===== src/rtl/pipe_pkg.sv =====
// Shared pipeline constants: NOP encoding, reset PC default, 5-bit major opcodes
// and the redirect-address helper used by the fetch stage.
package pipe_pkg;

  localparam logic [31:0] NOP_INST         = 32'h0000_0013;
  localparam logic [31:0] RESET_PC_DEFAULT = 32'h0000_0000;
  localparam logic [31:0] PC_STEP          = 32'd4;

  // inst[6:2] major opcodes; inst[1:0] is always 2'b11 for 32-bit encodings
  localparam logic [4:0] OPC_LOAD   = 5'b00000;
  localparam logic [4:0] OPC_FENCE  = 5'b00011;
  localparam logic [4:0] OPC_OP_IMM = 5'b00100;
  localparam logic [4:0] OPC_AUIPC  = 5'b00101;
  localparam logic [4:0] OPC_STORE  = 5'b01000;
  localparam logic [4:0] OPC_OP     = 5'b01100;
  localparam logic [4:0] OPC_LUI    = 5'b01101;
  localparam logic [4:0] OPC_BRANCH = 5'b11000;
  localparam logic [4:0] OPC_JALR   = 5'b11001;
  localparam logic [4:0] OPC_JAL    = 5'b11011;
  localparam logic [4:0] OPC_SYSTEM = 5'b11100;

  // Bit 0 of a jump target is architecturally ignored (JALR clears it).
  function automatic logic [31:0] redirect_pc(input logic [31:0] target);
    return {target[31:1], 1'b0};
  endfunction

endpackage


===== src/rtl/fetch_stage_if.sv =====
// Instruction-memory port of the fetch stage: address out, synchronous read data in.
interface fetch_stage_if;

  logic [31:0] im_addr;
  logic [31:0] im_rdata;

  modport master (output im_addr, input  im_rdata);
  modport slave  (input  im_addr, output im_rdata);

endinterface


===== src/rtl/fetch_stage.sv =====
// F/D stage: PC register, one-entry stall hold buffer and redirect flush bubble.
// Optional sticky misaligned-target flag enabled by FETCH_MISALIGN_CHK_EN.
module fetch_stage #(
  parameter logic [31:0] RESET_PC = pipe_pkg::RESET_PC_DEFAULT,
  parameter logic [31:0] NOP_INST = pipe_pkg::NOP_INST
) (
  input  logic                 clk,
  input  logic                 rst,
  input  logic                 stall,
  input  logic                 next_pc_sel,
  input  logic [31:0]          jb_target,
  fetch_stage_if.master        imem,
  output logic [31:0]          D_pc,
  output logic [31:0]          D_inst,
  output logic                 D_valid,
  output logic                 misalign_err
);

  logic [31:0] pc_f;
  logic [31:0] held_inst;
  logic        hold_valid;
  logic        kill;

  // jb_target[0] is dropped by the redirect alignment
  logic        unused_tgt_lsb;
  assign unused_tgt_lsb = jb_target[0];

  assign imem.im_addr = pc_f;

  always_comb begin
    D_inst = imem.im_rdata;
    if (kill)
      D_inst = NOP_INST;
    else if (hold_valid)
      D_inst = held_inst;
  end

  assign D_valid = ~kill;

  // Redirect beats stall: the instruction being held is on the wrong path anyway.
  always_ff @(posedge clk or negedge rst) begin
    if (!rst) begin
      pc_f       <= RESET_PC;
      D_pc       <= 32'h0;
      held_inst  <= NOP_INST;
      hold_valid <= 1'b0;
      kill       <= 1'b1;
    end else if (next_pc_sel) begin
      pc_f       <= pipe_pkg::redirect_pc(jb_target);
      D_pc       <= pc_f;
      kill       <= 1'b1;
      hold_valid <= 1'b0;
    end else if (stall) begin
      // im_rdata moves on to the word at the held pc_f, so freeze D's copy once
      if (!hold_valid) begin
        held_inst  <= D_inst;
        hold_valid <= 1'b1;
      end
      kill <= 1'b0;
    end else begin
      pc_f       <= pc_f + pipe_pkg::PC_STEP;
      D_pc       <= pc_f;
      kill       <= 1'b0;
      hold_valid <= 1'b0;
    end
  end

`ifdef FETCH_MISALIGN_CHK_EN
  logic misalign_q;

  always_ff @(posedge clk or negedge rst) begin
    if (!rst)
      misalign_q <= 1'b0;
    else if (next_pc_sel && jb_target[1])
      misalign_q <= 1'b1;
  end

  assign misalign_err = misalign_q;
`else
  assign misalign_err = 1'b0;
`endif

endmodule


===== src/flat_wrapper.sv =====
// flat-port wrapper written by rule: the top's interface ports become plain ports
module fetch_stage_flat 
#(
  parameter logic [31:0] RESET_PC = pipe_pkg::RESET_PC_DEFAULT,
  parameter logic [31:0] NOP_INST = pipe_pkg::NOP_INST
)
  (clk, rst, stall, next_pc_sel, jb_target, D_pc, D_inst, D_valid, misalign_err, imem_im_addr, imem_im_rdata);
  fetch_stage_if imem_i ();
  input  logic clk;
  input  logic rst;
  input  logic stall;
  input  logic next_pc_sel;
  input  logic [31:0] jb_target;
  output logic [31:0] D_pc;
  output logic [31:0] D_inst;
  output logic D_valid;
  output logic misalign_err;
  output wire logic [$bits(imem_i.im_addr)-1:0] imem_im_addr;
  input wire logic [$bits(imem_i.im_rdata)-1:0] imem_im_rdata;
  assign imem_im_addr = imem_i.im_addr;
  assign imem_i.im_rdata = imem_im_rdata;
  fetch_stage #(.RESET_PC(RESET_PC), .NOP_INST(NOP_INST)) u_core (.clk(clk), .rst(rst), .stall(stall), .next_pc_sel(next_pc_sel), .jb_target(jb_target), .imem(imem_i), .D_pc(D_pc), .D_inst(D_inst), .D_valid(D_valid), .misalign_err(misalign_err));
endmodule

===== config.mk =====
export PLATFORM = sky130hd
export DESIGN_NAME = fetch_stage_flat
export DESIGN_NICKNAME = d
export VERILOG_FILES = /design/src/rtl/pipe_pkg.sv /design/src/rtl/fetch_stage_if.sv /design/src/rtl/fetch_stage.sv /design/src/flat_wrapper.sv
export SDC_FILE = /design/constraint.sdc
export NUM_CORES = 1
export LEC_CHECK = 0
export ABC_AREA = 0
export ABC_CLOCK_PERIOD_IN_PS = 2450
export BUFFER_PORTS_ARGS = -buffer_cell sky130_fd_sc_hd__buf_2
export CORE_MARGIN = 10
export CORE_UTILIZATION = 39
export CTS_CLUSTER_SIZE = 16
export DETAILED_ROUTE_END_ITERATION = 6
export PLACE_DENSITY = 0.7
export SLEW_MARGIN = 20
export SYNTH_ARGS = -nofsm -noshare
export SYNTH_HDL_FRONTEND = slang
export SYNTH_SLANG_ARGS = --single-unit

===== constraint.sdc =====
create_clock -name clk -period 2.45 [get_ports clk]
set_input_delay 0.735 -clock clk [delete_from_list [all_inputs] [get_ports clk]]
set_output_delay 0.735 -clock clk [all_outputs]
set_load 0.01 [all_outputs]

---- After elaboration in Yosys (flattened, before gate mapping) ----
Index checks and enable logic that the tools add are counted.
storage, ports and cells
  register bits after elaboration ......... 98
  output and inout port bits .............. 98
operators by class
  add/sub/neg operators ................... 1
  equal/unequal tests ..................... 1
  multiplexer cells ....................... 9
  bitwise gates (word level) .............. 3
  reduce and logical (&&, ||, !) cells .... 1
operators by type and width
  kind                                                   count
  2-to-1 mux 32 bit                                      6
  adder 32 x 3 -> 32 bit, second input constant          1
  2-to-1 mux 1 bit                                       3
  NOT 1 bit                                              3
  AND reduction 3 bit                                    1
  inequality test 2 x 1 -> 1 bit, second input constant  1

---- Logic depth before layout (Yosys ltp) ----
  depth after elaboration ................. 3
  mapped depth ............................ 8
  depth with buffers taken out ............ 5

---- Least setup slack after synthesis ----
No wires, ideal clock.
  kind .................................... input-to-reg
  from .................................... input stall
  to ...................................... register u_core.pc_f[30] (netlist: u_core.imem.im_addr[30])
  setup time .............................. 0.082 ns
  arrival ................................. 2.036 ns
  path slack .............................. 0.332 ns
  stages .................................. 5
  cell sequence ........................... buf_6 > nand4b_1 > or3_1 > or4_1 > a31oi_1
between the ends
  longest elaborated chain between the ends .. 1
ends and longest elaborated chain
  item                                             RTL line            RTL
  start: declaration                               flat_wrapper.sv:11  input logic stall;
  inequality test 2 x 1 -> 1 bit (no source line)  n/a
  end signal: assignment                           fetch_stage.sv:49   pc_f <= pipe_pkg::redirect_pc(jb_target);
  end signal: assignment                           fetch_stage.sv:61   pc_f <= pc_f + pipe_pkg::PC_STEP;
  end: declaration                                 fetch_stage.sv:19   logic [31:0] pc_f;
No other way between the ends.
A chain may end at the register's enable or synchronous reset.

---- Worst setup path after layout ----
  from .................................... register u_core.hold_valid
  to ...................................... output D_inst[5]
between the ends
  longest elaborated chain between the ends .. 2
ends and longest elaborated chain
  item                      RTL line            RTL
  start: declaration        fetch_stage.sv:21   logic hold_valid;
  start signal: assignment  fetch_stage.sv:46   hold_valid <= 1'b0;
  start signal: assignment  fetch_stage.sv:52   hold_valid <= 1'b0;
  start signal: assignment  fetch_stage.sv:57   hold_valid <= 1'b1;
  2-to-1 mux 32 bit         fetch_stage.sv:34   else if (hold_valid)
  2-to-1 mux 32 bit         fetch_stage.sv:32   if (kill)
  end: declaration          flat_wrapper.sv:15  output logic [31:0] D_inst;
No other way between the ends.

==> run_results.csv <==
group,metric,value,unit
logic_synthesis,yosys-mux-area-fraction,20.8,%
critical_path,timing.critical_path.required,1.71,ns
critical_path,endpoint_kind,"output port",
logic_synthesis,synth_simple_gate_area_share,15.7,%
logic_synthesis,async_flop_share,100,%
grt,grt_pass1_wl,20.3,mm
finish,num-nets-final,658,
drt,ant_nets,0,
logic_synthesis,ys_seq_area_share,50.9,%
die,floorplan.die_area,0.0169,mm²
sta,final-setup-viol-count,0,
logic_synthesis,synth_flop_cell,"sky130_fd_sc_hd__dfrtp_1",
clock_network,htree_levels,3,
outcome,status,"finished, final reports clean",
grt,overflow,0,
logic_synthesis,post-synth-top-area-cell,"sky130_fd_sc_hd__dfrtp_1",
drt,viasPerCell,5.29,
logic_synthesis,synth_seq_cells,96,
clock_network,max-clock-path-buffers,2,
grt,grt_max_degree,48,
logic_synthesis,post_synthesis_cell_area,0.00473,mm²
sta,final_min_period_over_clock_period,95.6,%
logic_synthesis,ys_top_cells_by_area,"sky130_fd_sc_hd__dfrtp_1 (49%), sky130_fd_sc_hd__mux2_2 (14%), sky130_fd_sc_hd__mux2i_1 (7.0%)",
drt,drt-pass1-iter-count,4,
clock_network,cts.reportedPaths.clkPinSlew,0.06,ns
grt,grt_pass1_vias,3897,
critical_path,timing.critical_path.arrival,1.61,ns
logic_synthesis,number_of_flops_mapped_to_enable_cells_by_yosys,0,
clock_network,cts_tree,"yes",
placement,placement.cell_area,0.00574,mm²
placement,placement.io_buffers,161,
die,initial_core_util,39.5,%
clock_network,cts_root_buf,"sky130_fd_sc_hd__clkbuf_16",
logic_synthesis,synth_top_cell_area_share,48.7,%
critical_path,startpoint_type,"flip-flop",
sta,worst_clock_skew,0.00656,ns
logic_synthesis,synthTopCellsByCount,"sky130_fd_sc_hd__dfrtp_1 (92), sky130_fd_sc_hd__mux2_2 (58), sky130_fd_sc_hd__nor2_1 (45)",
sta,final-max-slew-violation-count,0,
clock_network,cts_made_buffers,9,
hold_path,class_of_the_tightest_hold_or_removal_check,"primary input to async pin",
logic_synthesis,syn-instance-count,428,
die,core_region_area,0.0120,mm²
logic_synthesis,synth_top_family_by_area,"multiplexers",
drt,postRouteWirelength,12.7,mm
die,design.portCount,166,
grt,number_of_antenna_violations_at_the_first_check_in_global_routing,1,
pwr,p_per_area,662,mW/mm²
finish,final_cell_count_no_fill,741,
drt,avgRoutedWirePerCell,17.1,µm
logic_synthesis,ys_types,41,
logic_synthesis,synth_compound_gate_area_share,6.14,%
sta,finalWorstPathRequiredPeriod,2.34,ns
placement,placer_congestion,0.788,
sta,fin_tns_setup,0,ns
critical_path,crit_path_max_fanout,17,
sta,unrepaired_setup_endpoints_after_global_routing,"false",
logic_synthesis,synthAdderAreaFrac,0.265,%
finish,share_of_layout_cells_above_drive_strength_1,43.3,%
die,chipHeight,130,µm
pwr,maximum_vdd_ir_drop,0.280,mV
pwr,p_leak,2.83,nW
placement,post-place-cells,725,
clock_network,post_cts_buffers,0,
placement,dp_hpwl,9.78,mm
clock_network,clkSinkCount,96,
grt,global_route.usage.total,14.9,%
logic_synthesis,postSynthAreaPerCell,11.0,µm²
drt,final_routed_drc_violation_total,0,
sta,max_freq,0.427,GHz
logic_synthesis,yosys.area_share.xor_xnor,2.41,%
finish,synthToLayoutAreaGrowth,27.2,%
critical_path,path_class,"flip-flop to output port",
drt,dr_total_vias,3922,
logic_synthesis,synth.most_common_cell,"sky130_fd_sc_hd__dfrtp_1",
job,timing.max_cap.violations,0,
finish,layout_cell_area_excl_fill,0.00601,mm²
sta,final_hold_violating_endpoints,0,
drt,initialDrtViolationCount,228,
die,die_width,130,µm
die,num_rows,40,
finish,antenna_cells,0,
clock_network,clk-insertion-delay-late,0.34,ns
logic_synthesis,synth.yosys.warnings,0,
-- state kept, by name, summed over array words and instances (netlist names) --
| signal | count |
|---|---|
| u_core.D_pc | 31 |
| u_core.kill | 1 |
| u_core.imem.im_addr | 31 |
| u_core.hold_valid | 1 |
| u_core.held_inst | 32 |
-- worst paths after layout --
path	from	slack, ns	cells after the start	to
max	u_core.hold_valid	0.11	4	D_inst[5]
min	rst	0.36	1	u_core.held_inst[10]
max reg2reg	u_core.imem.im_addr[3]	0.48	5	u_core.imem.im_addr[30]
min reg2reg	u_core.held_inst[1]	0.48	2	u_core.held_inst[1]
max in group asynchronous	rst	1.45	2	u_core.imem.im_addr[12]
min in group clk	u_core.held_inst[1]	0.48	2	u_core.held_inst[1]
-- layer usage --
metal	track usage, %	part of all wire, %	vias to the layer above
met1	18.6	43	1897
met4	5.62	1.6	0
met3	4.30	8.4	15
li1	-	-	1873
met5	0	0	-
met2	23.9	47	137
-- cell families (layout without fill, tap and decap cells) --
kind of cell,Yosys count,after routing
and+or+nand+nor,144,144
DFF,96,96
muxes,91,91
AOI/OAI and AO/OA,47,47
buffers and inverters,35,199
xor gates and xnor gates,13,13
adders and majority gates,1,1
other,1,3
-- through the flow --
step	hold slack [ns]	power (mW)	worst slack [ns]	utilization (%)
after floorplan	0.439	2.37	0.332	-
after global routing	0.387	4.22	0.00727	50.2
after detailed placement	0.472	2.75	0.156	48.0
after global placement	0.462	2.72	0.187	48.0
after CTS	0.368	4.05	0.0500	50.2
final	0.358	3.98	0.107	50.2
-- power by group --
part | switching (mW) | internal [mW] | total [mW]
Sequential | 0.162 | 1.79 | 1.95
Combinational | 0.383 | 0.373 | 0.756
Clock | 0.555 | 0.717 | 1.27
-- cells in the final DEF (no fill, tap or decap), types with 2 or more instances in the layout --
cell type | netlist | layout
sky130_fd_sc_hd__mux2i_1 | 33 | 33
sky130_fd_sc_hd__a31oi_1 | 10 | 10
sky130_fd_sc_hd__inv_1 | 5 | 5
sky130_fd_sc_hd__nor4_1 | 3 | 3
sky130_fd_sc_hd__dfrtp_1 | 92 | 91
sky130_fd_sc_hd__nand2_1 | 36 | 36
sky130_fd_sc_hd__nor2_1 | 45 | 45
sky130_fd_sc_hd__nand3_1 | 15 | 15
sky130_fd_sc_hd__clkbuf_1 | 12 | 5
sky130_fd_sc_hd__buf_4 | 4 | 14
sky130_fd_sc_hd__buf_12 | 0 | 3
sky130_fd_sc_hd__nand4b_1 | 2 | 2
sky130_fd_sc_hd__o211ai_1 | 5 | 5
sky130_fd_sc_hd__nand4_1 | 9 | 9
sky130_fd_sc_hd__and2_1 | 4 | 4
sky130_fd_sc_hd__mux2_2 | 58 | 58
sky130_fd_sc_hd__and4_1 | 2 | 2
sky130_fd_sc_hd__o21ai_0 | 20 | 20
sky130_fd_sc_hd__o31ai_1 | 10 | 10
sky130_fd_sc_hd__and4_4 | 2 | 2
sky130_fd_sc_hd__xnor2_1 | 8 | 8
sky130_fd_sc_hd__conb_1 | 1 | 3
sky130_fd_sc_hd__or4_1 | 15 | 15
sky130_fd_sc_hd__xor2_1 | 5 | 5
sky130_fd_sc_hd__nor3_1 | 2 | 2
sky130_fd_sc_hd__buf_2 | 8 | 160
sky130_fd_sc_hd__clkbuf_16 | 0 | 9
sky130_fd_sc_hd__dfstp_2 | 4 | 3
-- area by class of cell --
cell class	count	area, µm²
clock buffers	15	258
clock inverters	1	5.00
inverters	6	22.5
multi-input cells	299	2160
repair buffers	177	966
fillers	1108	5950
well taps	147	184
flip-flops and latches	96	2410
-- critical path: stages, from the launching register on --
cell	delay, ns
sky130_fd_sc_hd__dfrtp_2	0.61
sky130_fd_sc_hd__buf_12	0.23
sky130_fd_sc_hd__mux2i_1	0.21
sky130_fd_sc_hd__nor2_1	0.06
sky130_fd_sc_hd__buf_2	0.16
-- timing repair --
action                                 CTS  global route
resized for setup                        0             1
setup endpoints to repair                0            10
endpoints found under the hold margin    0             0
hold buffers                             0             0
Power figures use the tool's default switching activity.
